## src/rtl/glcpu_alu_sequencer_pkg.sv

```systemverilog
// Shared definitions for the ALU sequencer: states, instruction layout.
// Optional flag logic is enabled by defining GLCPU_FLAGS_EN.
package glcpu_alu_sequencer_pkg;

  localparam int NREG    = 4;
  localparam int FUNC_HI = 7;
  localparam int FUNC_LO = 5;
  localparam int DST_HI  = 4;
  localparam int DST_LO  = 3;
  localparam int SRC_HI  = 2;
  localparam int SRC_LO  = 1;
  localparam int IMM_BIT = 0;

  localparam logic [1:0] ST_IDLE    = 2'd0;
  localparam logic [1:0] ST_OPERAND = 2'd1;
  localparam logic [1:0] ST_EXEC    = 2'd2;
  localparam logic [1:0] ST_WB      = 2'd3;

  typedef struct packed {
    logic [2:0] func;
    logic [1:0] dst;
    logic [1:0] src;
    logic       imm;
  } instr_t;

  function automatic instr_t decode(input logic [7:0] b);
    instr_t r;
    r.func = b[FUNC_HI:FUNC_LO];
    r.dst  = b[DST_HI:DST_LO];
    r.src  = b[SRC_HI:SRC_LO];
    r.imm  = b[IMM_BIT];
    return r;
  endfunction

endpackage

```

## src/rtl/glcpu_alu_sequencer_regfile.sv

```systemverilog
// 4-entry register file: two async operand reads, async debug read,
// one synchronous write, synchronous active-low reset to REG_INIT.
module glcpu_alu_sequencer_regfile
  import glcpu_alu_sequencer_pkg::*;
#(
  parameter int               WIDTH    = 8,
  parameter logic [WIDTH-1:0] REG_INIT = '0
) (
  input  logic             clk,
  input  logic             rst_n,
  input  logic             we,
  input  logic [1:0]       waddr,
  input  logic [WIDTH-1:0] wdata,
  input  logic [1:0]       raddr_a,
  output logic [WIDTH-1:0] rdata_a,
  input  logic [1:0]       raddr_b,
  output logic [WIDTH-1:0] rdata_b,
  input  logic [1:0]       dbg_sel,
  output logic [WIDTH-1:0] dbg_data
);

  logic [WIDTH-1:0] regs [NREG];

  assign rdata_a  = regs[raddr_a];
  assign rdata_b  = regs[raddr_b];
  assign dbg_data = regs[dbg_sel];

  // Write port; reset reloads every entry.
  always_ff @(posedge clk) begin
    if (!rst_n) begin
      for (int i = 0; i < NREG; i++)
        regs[i] <= REG_INIT;
    end else if (we) begin
      regs[waddr] <= wdata;
    end
  end

endmodule

```

## src/rtl/glcpu_alu_sequencer.sv

```systemverilog
// ALU sequencer: accepts instructions/immediates, drives ALU select
// and operands, writes the result back. GLCPU_FLAGS_EN adds Z/C flags.
module glcpu_alu_sequencer
  import glcpu_alu_sequencer_pkg::*;
#(
  parameter int               WIDTH    = 8,
  parameter logic [WIDTH-1:0] REG_INIT = '0
) (
  input  logic             clk,
  input  logic             rst_n,
  input  logic             in_valid,
  output logic             in_ready,
  input  logic [WIDTH-1:0] in_data,
  output logic             s0,
  output logic             s1,
  output logic             s2,
  output logic [WIDTH-1:0] alu_a,
  output logic [WIDTH-1:0] alu_b,
  input  logic [WIDTH-1:0] alu_result,
  input  logic             alu_carry,
  output logic             done,
  output logic             busy,
  output logic             flag_z,
  output logic             flag_c,
  input  logic [1:0]       dbg_sel,
  output logic [WIDTH-1:0] dbg_data
);

  logic [1:0]       state;
  instr_t           ir;
  instr_t           cur;
  logic [2:0]       sel;
  logic [WIDTH-1:0] result_q;
  logic [WIDTH-1:0] rdata_a;
  logic [WIDTH-1:0] rdata_b;
  logic             accept;

  // In IDLE the operands are read for the instruction being accepted,
  // so the register file is addressed straight from the input bus.
  assign cur = (state == ST_IDLE) ? decode(in_data[7:0]) : ir;

  assign in_ready = rst_n &&
                    (state == ST_IDLE || state == ST_OPERAND);
  assign accept   = in_valid && in_ready;
  assign done     = (state == ST_WB);
  assign busy     = (state != ST_IDLE);
  assign {s2, s1, s0} = sel;

  glcpu_alu_sequencer_regfile #(
    .WIDTH    (WIDTH),
    .REG_INIT (REG_INIT)
  ) u_rf (
    .clk      (clk),
    .rst_n    (rst_n),
    .we       (state == ST_WB),
    .waddr    (ir.dst),
    .wdata    (result_q),
    .raddr_a  (cur.dst),
    .rdata_a  (rdata_a),
    .raddr_b  (cur.src),
    .rdata_b  (rdata_b),
    .dbg_sel  (dbg_sel),
    .dbg_data (dbg_data)
  );

  // FSM, instruction latch, registered EXEC outputs, result capture.
  always_ff @(posedge clk) begin
    if (!rst_n) begin
      state    <= ST_IDLE;
      ir       <= '0;
      sel      <= '0;
      alu_a    <= '0;
      alu_b    <= '0;
      result_q <= '0;
    end else begin
      sel <= '0;
      unique case (state)
        ST_IDLE: begin
          if (accept) begin
            ir <= cur;
            if (cur.imm) begin
              state <= ST_OPERAND;
            end else begin
              state <= ST_EXEC;
              sel   <= cur.func;
              alu_a <= rdata_a;
              alu_b <= rdata_b;
            end
          end
        end
        ST_OPERAND: begin
          if (accept) begin
            state <= ST_EXEC;
            sel   <= ir.func;
            alu_a <= rdata_a;
            alu_b <= in_data;
          end
        end
        ST_EXEC: begin
          state    <= ST_WB;
          result_q <= alu_result;
        end
        ST_WB: begin
          state <= ST_IDLE;
        end
        default: begin
          state <= ST_IDLE;
        end
      endcase
    end
  end

`ifdef GLCPU_FLAGS_EN
  logic carry_q;

  // Flags follow the value written back, updated on the WB edge.
  always_ff @(posedge clk) begin
    if (!rst_n) begin
      carry_q <= 1'b0;
      flag_z  <= 1'b0;
      flag_c  <= 1'b0;
    end else begin
      if (state == ST_EXEC)
        carry_q <= alu_carry;
      if (state == ST_WB) begin
        flag_z <= (result_q == '0);
        flag_c <= carry_q;
      end
    end
  end
`else
  logic unused_carry;
  assign unused_carry = alu_carry;
  assign flag_z = 1'b0;
  assign flag_c = 1'b0;
`endif

endmodule
```

## config.mk

```make
export PLATFORM = sky130hd
export DESIGN_NAME = glcpu_alu_sequencer
export DESIGN_NICKNAME = d
export VERILOG_FILES = /design/src/rtl/glcpu_alu_sequencer_pkg.sv /design/src/rtl/glcpu_alu_sequencer_regfile.sv /design/src/rtl/glcpu_alu_sequencer.sv
export SDC_FILE = /design/constraint.sdc
export NUM_CORES = 1
export LEC_CHECK = 0
export ABC_AREA = 1
export ABC_CLOCK_PERIOD_IN_PS = 1890
export CAP_MARGIN = 10
export CORE_MARGIN = 5
export CORE_UTILIZATION = 50
export CTS_CLUSTER_SIZE = 8
export DETAILED_ROUTE_END_ITERATION = 8
export PLACE_DENSITY = 0.78
export SLEW_MARGIN = 20
export SYNTH_ARGS = -nofsm -noshare
export SYNTH_HDL_FRONTEND = slang
export SYNTH_HIERARCHICAL = 1
export SYNTH_SLANG_ARGS = --single-unit
```

## constraint.sdc

```tcl
create_clock -name clk -period 1.89 [get_ports clk]
set_input_delay 0.378 -clock clk [delete_from_list [all_inputs] [get_ports clk]]
set_output_delay 0.378 -clock clk [all_outputs]
set_load 0.1 [all_outputs]
```

After elaboration in Yosys (flattened, before gate mapping)
Memories as Yosys holds them, arrays and structs flattened.
Cells that the tools add are included.
{"block": "word_totals", "ff_bits": 37, "ramBits": 32, "input_bits": 22, "elab_cells": 50, "n_memories": 1}
{"block": "classes", "eq_ne": 6, "muxes": 24, "reduce_logical": 10}
{"name": "u_rf.regs", "words": 4, "width": 8, "read_ports": 3, "rd_clocked_by_memory_dff": 0, "write_ports": 4, "line_no": "glcpu_alu_sequencer_regfile.sv:22", "rtl": "logic [WIDTH-1:0] regs [NREG];"}
{"operator": "2-to-1 mux 8 bit", "count": 8}
{"operator": "case mux 8 bit (2 select lines)", "count": 2}
{"operator": "2-to-1 mux 3 bit", "count": 3}
{"operator": "2-to-1 mux 2 bit", "count": 4}
{"operator": "case mux 2 bit (4 select lines)", "count": 1}
{"operator": "OR reduction 8 bit", "count": 1}
{"operator": "!= test 2 bit (second input constant)", "count": 3}
{"operator": "case mux 3 bit (2 select lines)", "count": 1}
{"operator": "2-to-1 mux 1 bit", "count": 5}
{"operator": "== test 2 bit (second input constant)", "count": 2}
{"operator": "AND reduction 2 bit", "count": 2}
{"operator": "AND reduction 4 bit", "count": 1}
{"operator": "nonzero test 2 bit", "count": 2}
{"operator": "== test 2 x 1 -> 1 bit (second input constant)", "count": 1}
{"operator": "logical AND 1 bit", "count": 2}
{"operator": "logical NOT 2 bit", "count": 1}
{"operator": "logical OR 1 bit", "count": 1}

Depth between registers and ports, before layout
Gate-level depths: netlist of the first run.
{"block": "logic_depth", "depth_word": 6, "ltp_mapped": 17}

Modules after synthesis
Netlist of the first run, hierarchy kept.
{"module": "glcpu_alu_sequencer_regfile", "n_inst": 1, "cells_each": 302, "area_each_um2": 2142.1, "seq_area_each_um2": 960.9}
{"module": "glcpu_alu_sequencer", "n_inst": 1, "cells_each": 259, "area_each_um2": 1781.7, "seq_area_each_um2": 740.7}

Least setup slack after synthesis of the first run
Ideal clock, no wire load.
{"block": "synth_path", "path_kind": "reg2reg", "startpoint": "register state[0]", "endpoint": "register sel[0]", "arrival_time_ns": 2.503, "slack_ns": -0.694, "path_stages_with_launch": 8, "n_path_buf": 1, "period_less_slack_ns": 2.584, "cell_sequence": "dfxtp_1 > inv_1 > ha_1 > buf_2 > nor2_1 > nor2_1 > nand4_1 > o21ai_0"}
{"block": "synth_via", "elab_chain_cells": 6, "elab_cells_between_ends": 10, "classes_between": "eq/ne (1); mux (5); reduce/logical (4)"}
{"element": "start: declaration", "line_no": "glcpu_alu_sequencer.sv:29", "rtl": "logic [1:0] state;"}
{"element": "start signal: assignment", "line_no": "glcpu_alu_sequencer.sv:69", "rtl": "state <= ST_IDLE;"}
{"element": "start signal: assignment", "line_no": "glcpu_alu_sequencer.sv:82", "rtl": "state <= ST_OPERAND;"}
{"element": "start signal: assignment", "line_no": "glcpu_alu_sequencer.sv:84", "rtl": "state <= ST_EXEC;"}
{"element": "== test 2 x 1 -> 1 bit or logical NOT 2 bit (tied branches)", "line_no": "glcpu_alu_sequencer.sv:43", "rtl": "(state == ST_IDLE || state == ST_OPERAND);"}
{"element": "logical OR 1 bit *", "line_no": "glcpu_alu_sequencer.sv:43"}
{"element": "logical AND 1 bit *", "line_no": "glcpu_alu_sequencer.sv:42", "rtl": "assign in_ready = rst_n &&"}
{"element": "named net in_ready", "line_no": "glcpu_alu_sequencer.sv:12", "rtl": "output logic in_ready,"}
{"element": "logical AND 1 bit *", "line_no": "glcpu_alu_sequencer.sv:44", "rtl": "assign accept = in_valid && in_ready;"}
{"element": "2-to-1 mux 3 bit (on tied branches)", "line_no": "glcpu_alu_sequencer.sv:92, glcpu_alu_sequencer.sv:79"}
{"element": "case mux 3 bit (2 select lines) *", "line_no": "glcpu_alu_sequencer.sv:77", "rtl": "unique case (state)"}
{"element": "end signal: assignment", "line_no": "glcpu_alu_sequencer.sv:85", "rtl": "sel <= cur.func;"}
{"element": "end signal: assignment", "line_no": "glcpu_alu_sequencer.sv:94", "rtl": "sel <= ir.func;"}
{"element": "end: declaration", "line_no": "glcpu_alu_sequencer.sv:32", "rtl": "logic [2:0] sel;"}
The timed path passes the listed nets; every way through them passes the cells marked *.
A chain may end at the register's enable or synchronous reset.

Worst setup path in the final report of the first run
{"block": "layout_path", "startpoint": "input dbg_sel[1]", "endpoint": "output dbg_data[5]"}
{"block": "layout_via", "elab_chain_cells": 1}
{"element": "start: declaration", "line_no": "glcpu_alu_sequencer.sv:25", "rtl": "input logic [1:0] dbg_sel,"}
{"element": "memory (4 x 8 bit)"}
{"element": "end: declaration", "line_no": "glcpu_alu_sequencer.sv:26", "rtl": "output logic [WIDTH-1:0] dbg_data"}
No other way between the ends.

==> metrics.cfg, run 1 <==
[drt]
vias_per_cell=5.066
drtIter0Drc=203
drc=0
drt_wl_total_um=10290
vias=3774
wl_per_cell_um=13.81
ant_nets=0
dr.pass1.iters=5

[clock_tree]
ctsHoldBuffers=0
clk_pin_slew_ns=0.08
cts_buffers=9
cts_buffer_depth=2
worstSkewPairLatency_ns=0.35
cts_root_buffer=clkbuf_8
clock-sinks=69
cts_tree=done
htree_levels=3

[yosys]
ys.warnings.count=6
syn_inst=561
synthDominantCellAreaShare_pct=24.49
avgSynthCellArea_sq_um=6.994
synth_area_sq_um=3924
synth_area_leaders=edfxtp_1 24%, dfxtp_1 19%, nand2_1 17%
yosysSeqAreaShare_pct=43.37
synth_area_leader_cell=edfxtp_1
synth_cell_types=27
ys_seq_elements=69

[power]
vdd_drop_max_mv=0.8910
p_leak_nw=2.471
power.density_nw_per_um2=1503
clkPwrFrac_pct=18.8
power_frac_seq_pct=24.7
p_sw_mw=3.667
power.total_mw=7.829
sw_frac_of_total_pct=46.84
p_comb_share_pct=56.5
intPower_mw=4.162

[global_routing]
grt_max_degree=36
grt_pass1_wl_um=17160
grt_overflow=0
grt_pass1_vias=3589
track_usage_pct=21.83
antenna_found_initial=0

[layout]
fin_cells=745
n_antenna_cell=0
nets=665
design_area_sq_um=5210
layout-drive-gt1-share_pct=20.06
layout_common_cells=173 x nand2_1, 65 x nand3_1, 62 x inv_1, 62 x nor2_1, 53 x buf_4
area_delta_synth_final_pct=32.78
final_common_cell=nand2_1

[floorplan]
die_h_um=98.59
rows=32
io_pins=54
die_area_sq_um=9719
core-area_sq_um=7687
dieWidth_um=98.59
initial_core_util_pct=51.04

[sta]
skew_ns=0.01055
min_period_ns=1.831
finalHoldViolations=0
drv_slew=0
fin_crit_sh_pct=96.87
rsz0062_at_grt=true
setup_viol=0
fmax_ghz=0.5462

[setup_path]
arrival_ns=1.45
path_buf_inv=3
path_max_fanout=8
cp-start-kind=input port
cp_cell_sequence=clkdlybuf4s50_1 > buf_4 > nand3_1 > nand2_1 > buf_12
slowest_stage=clkdlybuf4s50_1
end_kind=output port
worstPathRequired_ns=1.51
slowest_delay_ns=0.47
path_delay_family=buffers and inverters
path_class=input port to output port

[placement]
port_buffers=50
hpwlAfterDp_um=7595
routabilityCongestion=0.9293
place_area_sq_um=4808
dp_cells=725

[hold_path]
hold_class=flop to flop

[job]
cap_violations=0

[status]
outcome=complete, no violations

final cells by class:
| cell class | count | area, sq um |
|---|---|---|
| Sequential cell | 69 | 1704 |
| Tap cell | 102 | 127.6 |
| Multi-Input combinational cell | 390 | 1866 |
| Clock inverter | 7 | 120.1 |
| Inverter | 74 | 292.8 |
| Fill cell | 664 | 2477 |
| Timing Repair Buffer | 94 | 975.9 |
| Clock buffer | 9 | 123.9 |
worst min-delay path, cell delays in order, from the launching register on:
cell and delay [ns]:
dfxtp_1 0.33, a21oi_1 0.04, nor2_1 0.06
through the flow:
step,setup WS [ns],utilization [%],hold WS [ns],setup TNS (ns)
floorplan,-0.02906,-,0.4449,-0.2782
global placement,-0.1057,62.55,0.4545,-1.185
detailed placement,-0.1245,62.55,0.4679,-1.688
CTS,-0.02307,66.34,0.4792,-0.02307
global route,-0.03531,67.77,0.4851,-0.06234
finish,0.05915,67.77,0.4684,0
Yosys cell counts (all sizes together):
master	instances
a21oi	20
and2	8
buf	26
clkbuf	3
clkinv	1
conb	1
dfxtp	37
edfxtp	32
ha	5
inv	73
nand2	183
nand3	68
nand4	3
nor2	66
nor3	9
o21a	1
o21ai	25
per-layer routing:
metal | GRT usage, % | up-vias | share of wire (%)
li1 | - | 1916 | -
met1 | 29.16 | 1699 | 45
met2 | 34.43 | 137 | 46
met3 | 5.732 | 22 | 6.5
met4 | 7.563 | 0 | 2.4
met5 | 0 | - | 0
power groups by stage:
stage,sequential (mW),combinational (mW),clock (mW)
after floorplan,2.65,2.28,0
after global placement,1.96,4.00,0
after detailed placement,1.96,4.05,0
after CTS,1.94,4.18,1.50
after global routing,1.97,4.80,1.58
final,1.93,4.42,1.47
registers in the layout, summed over array words and instances (netlist names):
| signal | flops |
|---|---|
| u_rf/regs | 32 |
| alu_b | 8 |
| alu_a | 8 |
| ir | 8 |
| state | 2 |
| sel | 3 |
| result_q | 8 |
logic make-up after synthesis:
family	synth area share, %
AOI/OAI and AO/OA	5.931
adders and majority gates	1.594
buffers and inverters	11.86
DFF	43.37
other	0.09557
and+or+nand+nor	37.15
final timing paths:
| check | start | endpoint | slack [ns] | depth (start not counted) |
|---|---|---|---|---|
| min | alu_b[0] | alu_b[0] | 0.47 | 2 |
| max | dbg_sel[1] | dbg_data[5] | 0.06 | 5 |
| max reg2reg | state[0] | alu_b[2] | 0.11 | 13 |
| min reg2reg | alu_b[0] | alu_b[0] | 0.47 | 2 |
repair_timing:
| action | CTS | global route |
|---|---|---|
| cloned | 0 | 0 |
| setup endpoints to repair | 25 | 18 |
| setup buffers | 2 | 3 |
| hold endpoints to repair | 0 | 0 |
| pin swaps | 2 | 11 |
| gates resized for setup | 12 | 31 |
(Power assumes the default switching activity.)
==> inputs of run 2 (changes only) <==
--- a/config.mk
+++ b/config.mk
@@ -9,10 +9,10 @@
 export ABC_CLOCK_PERIOD_IN_PS = 1890
 export CAP_MARGIN = 10
 export CORE_MARGIN = 5
-export CORE_UTILIZATION = 50
+export CORE_UTILIZATION = 45
 export CTS_CLUSTER_SIZE = 8
 export DETAILED_ROUTE_END_ITERATION = 8
-export PLACE_DENSITY = 0.78
+export PLACE_DENSITY = 0.71
 export SLEW_MARGIN = 20
 export SYNTH_ARGS = -nofsm -noshare
 export SYNTH_HDL_FRONTEND = slang
==> metrics.cfg, run 2 (synthesis results as in run 1) <==
[clock_tree]
ctsHoldBuffers=0
cts_buffer_depth=2
cts_root_buffer=clkbuf_8
worstSkewPairLatency_ns=0.35
clk_pin_slew_ns=0.08
cts_buffers=9
clock-sinks=69
htree_levels=3
cts_tree=done

[hold_path]
hold_class=flop to flop
hold_path.startpoint=ir[7]

[drt]
drc=0
drtIter0Drc=204
ant_nets=0
drt_wl_total_um=10230
vias_per_cell=4.956
dr.pass1.iters=5
wl_per_cell_um=13.65
vias=3712

[layout]
nets=663
num-fill-cells=787
regMostFlops=u_rf/regs
n_antenna_cell=0
area_delta_synth_final_pct=30.23
layout-drive-gt1-share_pct=18.56
final_common_cell=nand2_1
layout_common_cells=177 x nand2_1, 68 x nand3_1, 63 x nor2_1
largest_reg_flops=32

[job]
cap_violations=0

[setup_path]
worstPathRequired_ns=1.51
arrival_ns=1.44
end_kind=output port
crit_path_start=state[1]
path_class=flop to output port
path_max_fanout=7
cp-start-kind=flop
r2r-start=state[0]

[sta]
fmax_ghz=0.5488
skew_ns=0.01515
min_period_ns=1.822
drv_slew=0
setup_viol=0
fin_crit_sh_pct=96.42
rsz0062_at_grt=true
worst_slack_ns=0.06773
finalHoldViolations=0
whs_ns=0.4748

[status]
outcome=complete, no violations

[floorplan]
die_h_um=103.4
rows=34
die_area_sq_um=10690
io_pins=54
core-area_sq_um=8593
dieWidth_um=103.4
initial_core_util_pct=45.66

[placement]
post-place-ws_ns=-0.1831
port_buffers=50
hpwlAfterDp_um=7625
routabilityCongestion=0.9344

[power]
sw_frac_of_total_pct=47.45
vdd_drop_max_mv=0.8283
power_frac_seq_pct=25.7
p_comb_share_pct=56.8
p_leak_nw=2.432
intPower_mw=3.964
power.density_nw_per_um2=1476
power.total_mw=7.543
clkPwrFrac_pct=17.5
p_sw_mw=3.579

[global_routing]
grt_pass1_wl_um=16440
grt_overflow=0
antenna_found_initial=0
grt_pass1_vias=3316
track_usage_pct=20.07
grt_max_degree=36

-- run 2: power by group through the flow --
stage	Clock, mW	Sequential (mW)	Combinational [mW]
3_3_place_gp	0	1.96	4.00
4_1_cts	1.35	1.94	4.12
2_1_floorplan	0	2.65	2.28
6_report	1.32	1.94	4.28
5_1_grt	1.42	1.97	4.65
3_5_place_dp	0	1.97	4.04
-- run 2: metrics by stage --
stage | cell area (sq um) | util, % | setup TNS [ns] | instances
detailed placement | 4798 | 55.84 | -2.436 | 727
CTS | 5037 | 58.62 | -0.003485 | 743
global placement | 4798 | 55.84 | -1.983 | 727
finish | 5110 | 59.46 | 0 | 749
global route | 5110 | 59.46 | -0.02150 | 749
floorplan | 3963 | - | -0.2782 | 562
-- run 2: critical path, stage by stage (launching register included) --
cell and delay [ns]:
dfxtp_2 0.33, inv_2 0.07, ha_4 0.19, buf_6 0.13, nor2_4 0.05, nor2_4 0.14
buf_12 0.19
-- run 2: what timing repair did --
item                                    4_1_cts  5_1_grt
endpoints found under the setup margin       25       25
gates resized for setup                      11       14
gates cloned                                  0        0
setup buffers                                 0        6
pin swaps                                     0        3
-- run 2: worst paths after layout --
| path | endpoint | slack, ns | depth (start not counted) |
|---|---|---|---|
| worst max-delay path | in_ready | 0.07 | 6 |
| worst min-delay path | sel[2] | 0.47 | 2 |
| worst min register to register | sel[2] | 0.47 | 2 |
| worst max register to register | alu_b[0] | 0.12 | 13 |
-- run 2: cell type report --
| cell class | instances | area, sq um | share of cell area (%) |
|---|---|---|---|
| Sequential cell | 69 | 1704 | 33.35 |
| Tap cell | 108 | 135.1 | 2.644 |
| Timing Repair Buffer | 92 | 962.2 | 18.83 |
| Clock inverter | 7 | 90.09 | 1.763 |
| Multi-Input combinational cell | 390 | 1809 | 35.41 |
| Inverter | 74 | 285.3 | 5.583 |
| Clock buffer | 9 | 123.9 | 2.424 |
-- run 2: metal layers --
metal / up-vias / track usage (%) / wire [um]
li1: 1904 / - / -
met5: - / 0 / 0
met4: 0 / 7.072 / 205
met1: 1677 / 27.71 / 4570
met3: 16 / 3.823 / 657
met2: 115 / 31.52 / 4792
